## src/rtl/fetch_sequencer_pkg.sv

```systemverilog
// Core-wide encodings shared by the front end and the control unit:
// pipeline stage codes, PC-source selects and instruction field positions.
package fetch_sequencer_pkg;

    typedef enum logic [2:0] {
        ST_IF   = 3'd0,
        ST_ID   = 3'd1,
        ST_EX   = 3'd2,
        ST_MEM  = 3'd3,
        ST_WB   = 3'd4,
        ST_HALT = 3'd5
    } stage_e;

    typedef enum logic [1:0] {
        BR_SEQ   = 2'b00,
        BR_STACK = 2'b01,
        BR_JUMP  = 2'b10
    } branch_e;

    localparam int OPC_HI = 31;
    localparam int OPC_LO = 26;
    localparam int FN_HI  = 5;
    localparam int FN_LO  = 0;

endpackage

```

## src/rtl/fetch_sequencer_if.sv

```systemverilog
// Instruction-memory fetch handshake: the sequencer requests a word address
// and the memory acknowledges with the instruction word in the same cycle.
interface fetch_sequencer_if #(
    parameter int ADDR_W = 16
);
    logic              imem_req;
    logic [ADDR_W-1:0] imem_addr;
    logic              imem_ack;
    logic [31:0]       imem_rdata;

    modport master (output imem_req, imem_addr, input imem_ack, imem_rdata);
    modport slave  (input imem_req, imem_addr, output imem_ack, imem_rdata);
endinterface

```

## src/rtl/fetch_sequencer_return_addr_stack.sv

```systemverilog
// Return-address stack for call/ret. A push when full and a pop when empty
// are dropped here; the sequencer raises the sticky flags.
module return_addr_stack #(
    parameter int RAS_DEPTH = 8,
    parameter int ADDR_W    = 16
) (
    input  logic              clk,
    input  logic              rst_n,
    input  logic              push,
    input  logic              pop,
    input  logic [ADDR_W-1:0] data_in,
    output logic [ADDR_W-1:0] top,
    output logic              full,
    output logic              empty
);
    localparam int PTR_W = $clog2(RAS_DEPTH);

    logic [ADDR_W-1:0] mem [RAS_DEPTH];
    logic [PTR_W:0]    count;
    logic [PTR_W-1:0]  wr_ptr;
    logic [PTR_W-1:0]  rd_ptr;

    assign full   = (count == (PTR_W + 1)'(RAS_DEPTH));
    assign empty  = (count == '0);
    assign wr_ptr = count[PTR_W-1:0];
    assign rd_ptr = wr_ptr - 1'b1;
    assign top    = mem[rd_ptr];

    always_ff @(posedge clk or negedge rst_n) begin
        if (!rst_n) begin
            count <= '0;
        end else if (push && !full) begin
            count <= count + 1'b1;
        end else if (pop && !empty) begin
            count <= count - 1'b1;
        end
    end

    // NOTE: storage is deliberately not reset; entries above count are never read.
    always_ff @(posedge clk) begin
        if (push && !full) begin
            mem[wr_ptr] <= data_in;
        end
    end

endmodule

```

## src/rtl/fetch_sequencer.sv

```systemverilog
// Multi-cycle front end: owns PC and IR, fetches over the imem handshake,
// steps IF..WB and resolves the next PC (sequential/call/ret/jump/halt) in WB.
module fetch_sequencer
    import fetch_sequencer_pkg::*;
#(
    parameter int                ADDR_W    = 16,
    parameter logic [ADDR_W-1:0] RESET_PC  = '0,
    parameter int                RAS_DEPTH = 8
) (
    input  logic               clk,
    input  logic               rst_n,
    fetch_sequencer_if.master  imem,
    input  logic [1:0]         branch,
    input  logic               push,
    input  logic               pop,
    input  logic               cond_ok,
    input  logic [ADDR_W-1:0]  jump_target,
    input  logic               halt,
    output logic [5:0]         opcode,
    output logic [5:0]         fnction,
    output logic [31:0]        instr,
    output logic [2:0]         stage,
    output logic [ADDR_W-1:0]  pc,
    output logic               ras_ovf,
    output logic               ras_unf
);
    stage_e            state;
    stage_e            state_next;
    logic [ADDR_W-1:0] pc_q;
    logic [ADDR_W-1:0] pc_next;
    logic [ADDR_W-1:0] pc_inc;
    logic [31:0]       ir;
    logic              ovf_q;
    logic              unf_q;

    logic              wb_active;
    logic              stack_sel;
    logic              take_push;
    logic              take_pop;
    logic [ADDR_W-1:0] ras_top;
    logic              ras_full;
    logic              ras_empty;

    // NOTE: state registers use non-blocking assignment so every flop samples pre-edge values.
    always_ff @(posedge clk or negedge rst_n) begin
        if (!rst_n) begin
            state <= ST_IF;
        end else begin
            state <= state_next;
        end
    end

    // NOTE: defaulting every comb output first keeps incomplete branches from inferring latches.
    always_comb begin
        state_next = state;
        case (state)
            ST_IF:   if (imem.imem_ack) state_next = ST_ID;
            ST_ID:   state_next = ST_EX;
            ST_EX:   state_next = ST_MEM;
            ST_MEM:  state_next = ST_WB;
            ST_WB:   state_next = halt ? ST_HALT : ST_IF;
            ST_HALT: state_next = ST_HALT;
            default: state_next = ST_IF;
        endcase
    end

    // Request is gated by rst_n so a fetch drops the instant reset asserts.
    always_comb begin
        imem.imem_req  = rst_n && (state == ST_IF);
        imem.imem_addr = pc_q;
        stage          = state;
        pc             = pc_q;
        instr          = ir;
        opcode         = ir[OPC_HI:OPC_LO];
        fnction        = ir[FN_HI:FN_LO];
        ras_ovf        = ovf_q;
        ras_unf        = unf_q;
    end

    // WB decisions; push wins over pop when the control unit asserts both.
    assign wb_active = (state == ST_WB) && !halt;
    assign stack_sel = (branch == BR_STACK);
    assign take_push = wb_active && stack_sel && push;
    assign take_pop  = wb_active && stack_sel && pop && !push;
    assign pc_inc    = pc_q + 1'b1;

    always_comb begin
        pc_next = pc_q;
        if (wb_active) begin
            if (stack_sel && push) begin
                pc_next = jump_target;
            end else if (stack_sel && pop) begin
                pc_next = ras_empty ? pc_inc : ras_top;
            end else if ((branch == BR_JUMP) && cond_ok) begin
                pc_next = jump_target;
            end else begin
                pc_next = pc_inc;
            end
        end
    end

    always_ff @(posedge clk or negedge rst_n) begin
        if (!rst_n) begin
            pc_q  <= RESET_PC;
            ir    <= '0;
            ovf_q <= 1'b0;
            unf_q <= 1'b0;
        end else begin
            pc_q <= pc_next;
            if ((state == ST_IF) && imem.imem_ack) begin
                ir <= imem.imem_rdata;
            end
            if (take_push && ras_full) begin
                ovf_q <= 1'b1;
            end
            if (take_pop && ras_empty) begin
                unf_q <= 1'b1;
            end
        end
    end

    return_addr_stack #(
        .RAS_DEPTH (RAS_DEPTH),
        .ADDR_W    (ADDR_W)
    ) u_ras (
        .clk     (clk),
        .rst_n   (rst_n),
        .push    (take_push),
        .pop     (take_pop),
        .data_in (pc_inc),
        .top     (ras_top),
        .full    (ras_full),
        .empty   (ras_empty)
    );

endmodule

```

## src/flat_wrapper.sv

```systemverilog
// flat-port wrapper written by rule: the top's interface ports become plain ports
module fetch_sequencer_flat import fetch_sequencer_pkg::*;
#(
    parameter int                ADDR_W    = 16,
    parameter logic [ADDR_W-1:0] RESET_PC  = '0,
    parameter int                RAS_DEPTH = 8
)
  (clk, rst_n, branch, push, pop, cond_ok, jump_target, halt, opcode, fnction, instr, stage, pc, ras_ovf, ras_unf, imem_imem_req, imem_imem_addr, imem_imem_ack, imem_imem_rdata);
  fetch_sequencer_if #(.ADDR_W(ADDR_W)) imem_i ();
  input  logic clk;
  input  logic rst_n;
  input  logic [1:0] branch;
  input  logic push;
  input  logic pop;
  input  logic cond_ok;
  input  logic [ADDR_W-1:0] jump_target;
  input  logic halt;
  output logic [5:0] opcode;
  output logic [5:0] fnction;
  output logic [31:0] instr;
  output logic [2:0] stage;
  output logic [ADDR_W-1:0] pc;
  output logic ras_ovf;
  output logic ras_unf;
  output wire logic [$bits(imem_i.imem_req)-1:0] imem_imem_req;
  output wire logic [$bits(imem_i.imem_addr)-1:0] imem_imem_addr;
  input wire logic [$bits(imem_i.imem_ack)-1:0] imem_imem_ack;
  input wire logic [$bits(imem_i.imem_rdata)-1:0] imem_imem_rdata;
  assign imem_imem_req = imem_i.imem_req;
  assign imem_imem_addr = imem_i.imem_addr;
  assign imem_i.imem_ack = imem_imem_ack;
  assign imem_i.imem_rdata = imem_imem_rdata;
  fetch_sequencer #(.ADDR_W(ADDR_W), .RESET_PC(RESET_PC), .RAS_DEPTH(RAS_DEPTH)) u_core (.clk(clk), .rst_n(rst_n), .imem(imem_i), .branch(branch), .push(push), .pop(pop), .cond_ok(cond_ok), .jump_target(jump_target), .halt(halt), .opcode(opcode), .fnction(fnction), .instr(instr), .stage(stage), .pc(pc), .ras_ovf(ras_ovf), .ras_unf(ras_unf));
endmodule
```

## config.mk

```make
export PLATFORM = sky130hd
export DESIGN_NAME = fetch_sequencer_flat
export DESIGN_NICKNAME = d
export VERILOG_FILES = /design/src/rtl/fetch_sequencer_pkg.sv /design/src/rtl/fetch_sequencer_if.sv /design/src/rtl/fetch_sequencer_return_addr_stack.sv /design/src/rtl/fetch_sequencer.sv /design/src/flat_wrapper.sv
export SDC_FILE = /design/constraint.sdc
export NUM_CORES = 1
export LEC_CHECK = 0
export ABC_AREA = 1
export ABC_CLOCK_PERIOD_IN_PS = 6400
export BUFFER_PORTS_ARGS = -buffer_cell sky130_fd_sc_hd__buf_2
export CAP_MARGIN = 20
export CORE_ASPECT_RATIO = 0.5
export CORE_MARGIN = 5
export CORE_UTILIZATION = 60
export CTS_BUF_LIST = sky130_fd_sc_hd__clkbuf_4 sky130_fd_sc_hd__clkbuf_8 sky130_fd_sc_hd__clkbuf_16
export CTS_CLUSTER_DIAMETER = 60
export CTS_CLUSTER_SIZE = 12
export DETAILED_ROUTE_END_ITERATION = 12
export GPL_TIMING_DRIVEN = 0
export PLACE_DENSITY = 0.84
export SETUP_SLACK_MARGIN = 0.4
export SLEW_MARGIN = 20
export SYNTH_ARGS = -nofsm -noshare
export SYNTH_HDL_FRONTEND = slang
export SYNTH_SLANG_ARGS = --single-unit
```

## constraint.sdc

```tcl
create_clock -name clk -period 6.4 [get_ports clk]
set_input_delay 0 -clock clk [delete_from_list [all_inputs] [get_ports clk]]
set_output_delay 0 -clock clk [all_outputs]
set_load 0.1 [all_outputs]
```

==> summary.md <==
| Metric | Value |
|---|---|
| Hold path start | jump_target[13] |
| Num CTS Buffers | 17 |
| Layout filler cell count | between 700 and 800 |
| Synth Register Bits | approximately 190 |
| Final WS setup | roughly 3.2 ns |
| Ports | 139 |
| CP max stage delay | between 0.4 and 0.5 ns |
| Clk buf depth | 2 |
| Core area | between 0.01 and 0.015 sq mm |
| Synth async-reset ratio | 30.8% |
| Yosys Warn Count | 0 |
| DRT Wirelength | between 20000 and 30000 microns |
| CTS sink cnt | approximately 190 |
| DR vias | 7520 |
| Reg2Reg Launch Point | u_core.u_ras.count[0]$_DFFE_PN0P_ |
| R2R setup slack | around 3.2 ns |
| DR iter-0 viols | approximately 1200 |
| Critical path's slowest cell | nor3_2 |
| Final period util | 49.9% |
| Post-route ant nets | 0 |
| Mapped Cells | 824 |
| Area of the multi-input gates | roughly 0.0027 sq mm |
| Relative slew margins | a little under a third |
| Design Area, Final | approximately 0.011 sq mm |
| Row cnt | 30 |
| Syn Area/Cell | 10.3 sq um |
| Drt first pass iters | 6 |
| Worst Tran Pin Value | 1.03 ns |
| HP Class | in2reg |
| Setup violations, final | 0 |
| Critical Path Sink Type | flop |
| Startpoint Class | flop |
| Clock skew | approximately 0.012 ns |
| CP Data Arrival Time | 3.34 ns |
| Cell variety after synth | 33 |
| ANT cells | 0 |
| Clock Latency Late Sink | about 0.44 ns |
| Min cycle time layout | between 3 and 4 ns |
| Layout cells sized above 1 | 27.6% |
| Final #Nets | 1107 |
| TritonCTS clock tree | built |
| Total track usage | between 30% and 40% |
| Starting Density | about three fifths |
| Initial antenna violation count | 0 |
| Root Driver | clkbuf_16 |
| CP max FO | 10 |
| Max-Cap Viols | 0 |
| Final core occ | between 70% and 80% |
| DP Wirelength | approximately 17000 microns |
| RSZ-0062 raised after global routing | false |
| Max Fclk | roughly 310 MHz |
| Max H-tree Level | 4 |
| CTS clk-pin slew, worst paths | around 0.070 ns |
| Die Ht | between 90 and 100 microns |
| Post-synth EDFFs | between 100 and 150 |
| Post-CTS setup buffer count | 0 |
| Sequential area share after synthesis | between 60% and 70% |
| Grt ovf | 0 |
| Area added between synthesis and finish | 25.7% |
| Die X | approximately 180 microns |
| GPL Wtd Cong | slightly above 0.9 |
| Min-Delay Path Depth | 5 |
| Placement Cell Area | 0.00962 sq mm |
| Worst R2R Path Depth | 11 |
| Setup TNS | 0 ns |
| Die footprint | around 0.017 sq mm |
| Dpl ws | approximately 3.3 ns |
| Routed WL per cell | 21.5 microns |
| Largest net degree at the start of global routing | 59 |
| PortBufs | 138 |
| Reg2reg end | u_core.u_ras.mem[2][7]$_DFFE_PP_ |
| Critical path class | reg2reg |
| Number of global-route vias before repair | between 7000 and 8000 |
| First-pass GRT wire length | about 41000 microns |
| Outcome | finished, final reports clean |
| Crit path required time | 6.54 ns |
| Slew Limit Fails | 0 |
| Synth Flop Type | edfxtp_1 |
| Drt drc | 0 |
| Worst-path cell chain | buf_2, inv_2, buf_2, ha_1, nand3_1, nand3_1, inv_1, nand2_1, nor3_2, buf_4, buf_4 |
| WHS Endpoint | u_core.imem.imem_addr[13]$_DFFE_PN0N_ |
| FF+latch area | approximately 0.0053 sq mm |
| Cell Area, Synth | roughly 0.0085 sq mm |
| Drt via density | 6.02 |
| Final Hold Fails | 0 |
| Syn_nets | about 890 |
[routing by layer]
layer  GRT usage, %  vias up  wire [microns]
li1               -     3215               -
met1           41.2     3484            9400
met2           53.3      663           12300
met3           10.1      158            3960
met4           13.9        0            1260
met5              0        -               0
[critical path, delay by kind of cell (launching register included)]
kind | cells | cell delay (ns)
buf+inv | 6 | 1.20
simple gates | 4 | 0.99
flops | 1 | 0.39
fa+ha+maj | 1 | 0.31
[synth_stat cells, drive strengths merged (4+ instances only)]
| master | n | area [sq um] |
|---|---|---|
| buf | 50 | 347 |
| dfrtp | 57 | 1430 |
| edfxtp | 128 | 3840 |
| inv | 50 | 190 |
| nor2 | 72 | 283 |
| ha | 4 | 50.1 |
| xor2 | 7 | 61.3 |
| xnor2 | 4 | 42.6 |
| nor3 | 8 | 40.0 |
| a21oi | 28 | 140 |
| mux2 | 32 | 360 |
| o22ai | 12 | 75.1 |
| clkbuf | 13 | 56.3 |
| nand2 | 199 | 747 |
| nand3 | 87 | 450 |
| o21ai | 62 | 314 |
[registers in the layout, indices dropped and copies added, names as in the netlist]
register	count
u_core.u_ras.mem	128
u_core.instr	32
u_core.ras_unf	1
u_core.stage	3
u_core.u_ras.count	4
u_core.imem.imem_addr	16
u_core.ras_ovf	1
[stage by stage]
step | hold WS, ns | std cells
after CTS | 0.00897 | 1250
after detailed placement | 0.102 | 1170
final | 0.0407 | 1250
after global placement | 0.231 | 1154
after global routing | 0.0225 | 1250
after floorplan | -0.296 | 824
[worst max path at each step]
stage                                            from  cells past startpoint                                end
floorplan                 u_core.stage[0]$_DFFE_PN0P_                      7   u_core.u_ras.mem[3][0]$_DFFE_PP_
global placement    u_core.u_ras.count[0]$_DFFE_PN0P_                      9  u_core.u_ras.mem[7][10]$_DFFE_PP_
global route        u_core.u_ras.count[0]$_DFFE_PN0P_                     11   u_core.u_ras.mem[3][2]$_DFFE_PP_
finish              u_core.u_ras.count[0]$_DFFE_PN0P_                     11   u_core.u_ras.mem[2][7]$_DFFE_PP_
CTS                 u_core.u_ras.count[0]$_DFFE_PN0P_                     11  u_core.u_ras.mem[3][13]$_DFFE_PP_
detailed placement  u_core.u_ras.count[0]$_DFFE_PN0P_                     11  u_core.u_ras.mem[3][10]$_DFFE_PP_
[final cells by class]
class	instances	area share, %
repair buffers	202	12.3
multi-input cells	525	25.1
inverters	51	1.81
well taps	192	2.25
clock buffers	18	4.05
flip-flops and latches	185	49.3
plain buffers	63	3.77
clock inverters	14	1.49
[cell families after synthesis]
kind of cell             Yosys count  synth area share, %
AO/OA/AOI/OAI                    105                 6.48
AND/OR/NAND/NOR                  372                 18.3
flip-flops                       185                 61.9
adder cells (fa/ha/maj)            5                0.823
XOR/XNOR                          11                 1.22
buffers and inverters            114                 7.01
multiplexers                      32                 4.23
[layout by cell type, fill, tap and decap left out, drive strengths merged]
cell type,n
buf,204
nand2,199
edfxtp,128
nand3,87
nor2,72
o21ai,62
dfrtp,57
inv,56
dlygate4sd3,48
mux2,32
clkbuf,31
a21oi,28
o22ai,12
nor3,8
xor2,7
clkinv,6
ha,4
xnor2,4
nand4,3
o21bai,2
or2,2
clkinvlp,2
nand3b,1
o211ai,1
fa,1
bufinv,1
[what timing repair did]
action / in CTS / in global routing
endpoints found under the hold margin: 106 / 0
resized for setup: 0 / 0
hold buffers: 48 / 0
Power is not shown: default switching activity piles up to over one toggle a cycle in this logic, so the estimate is an artifact.
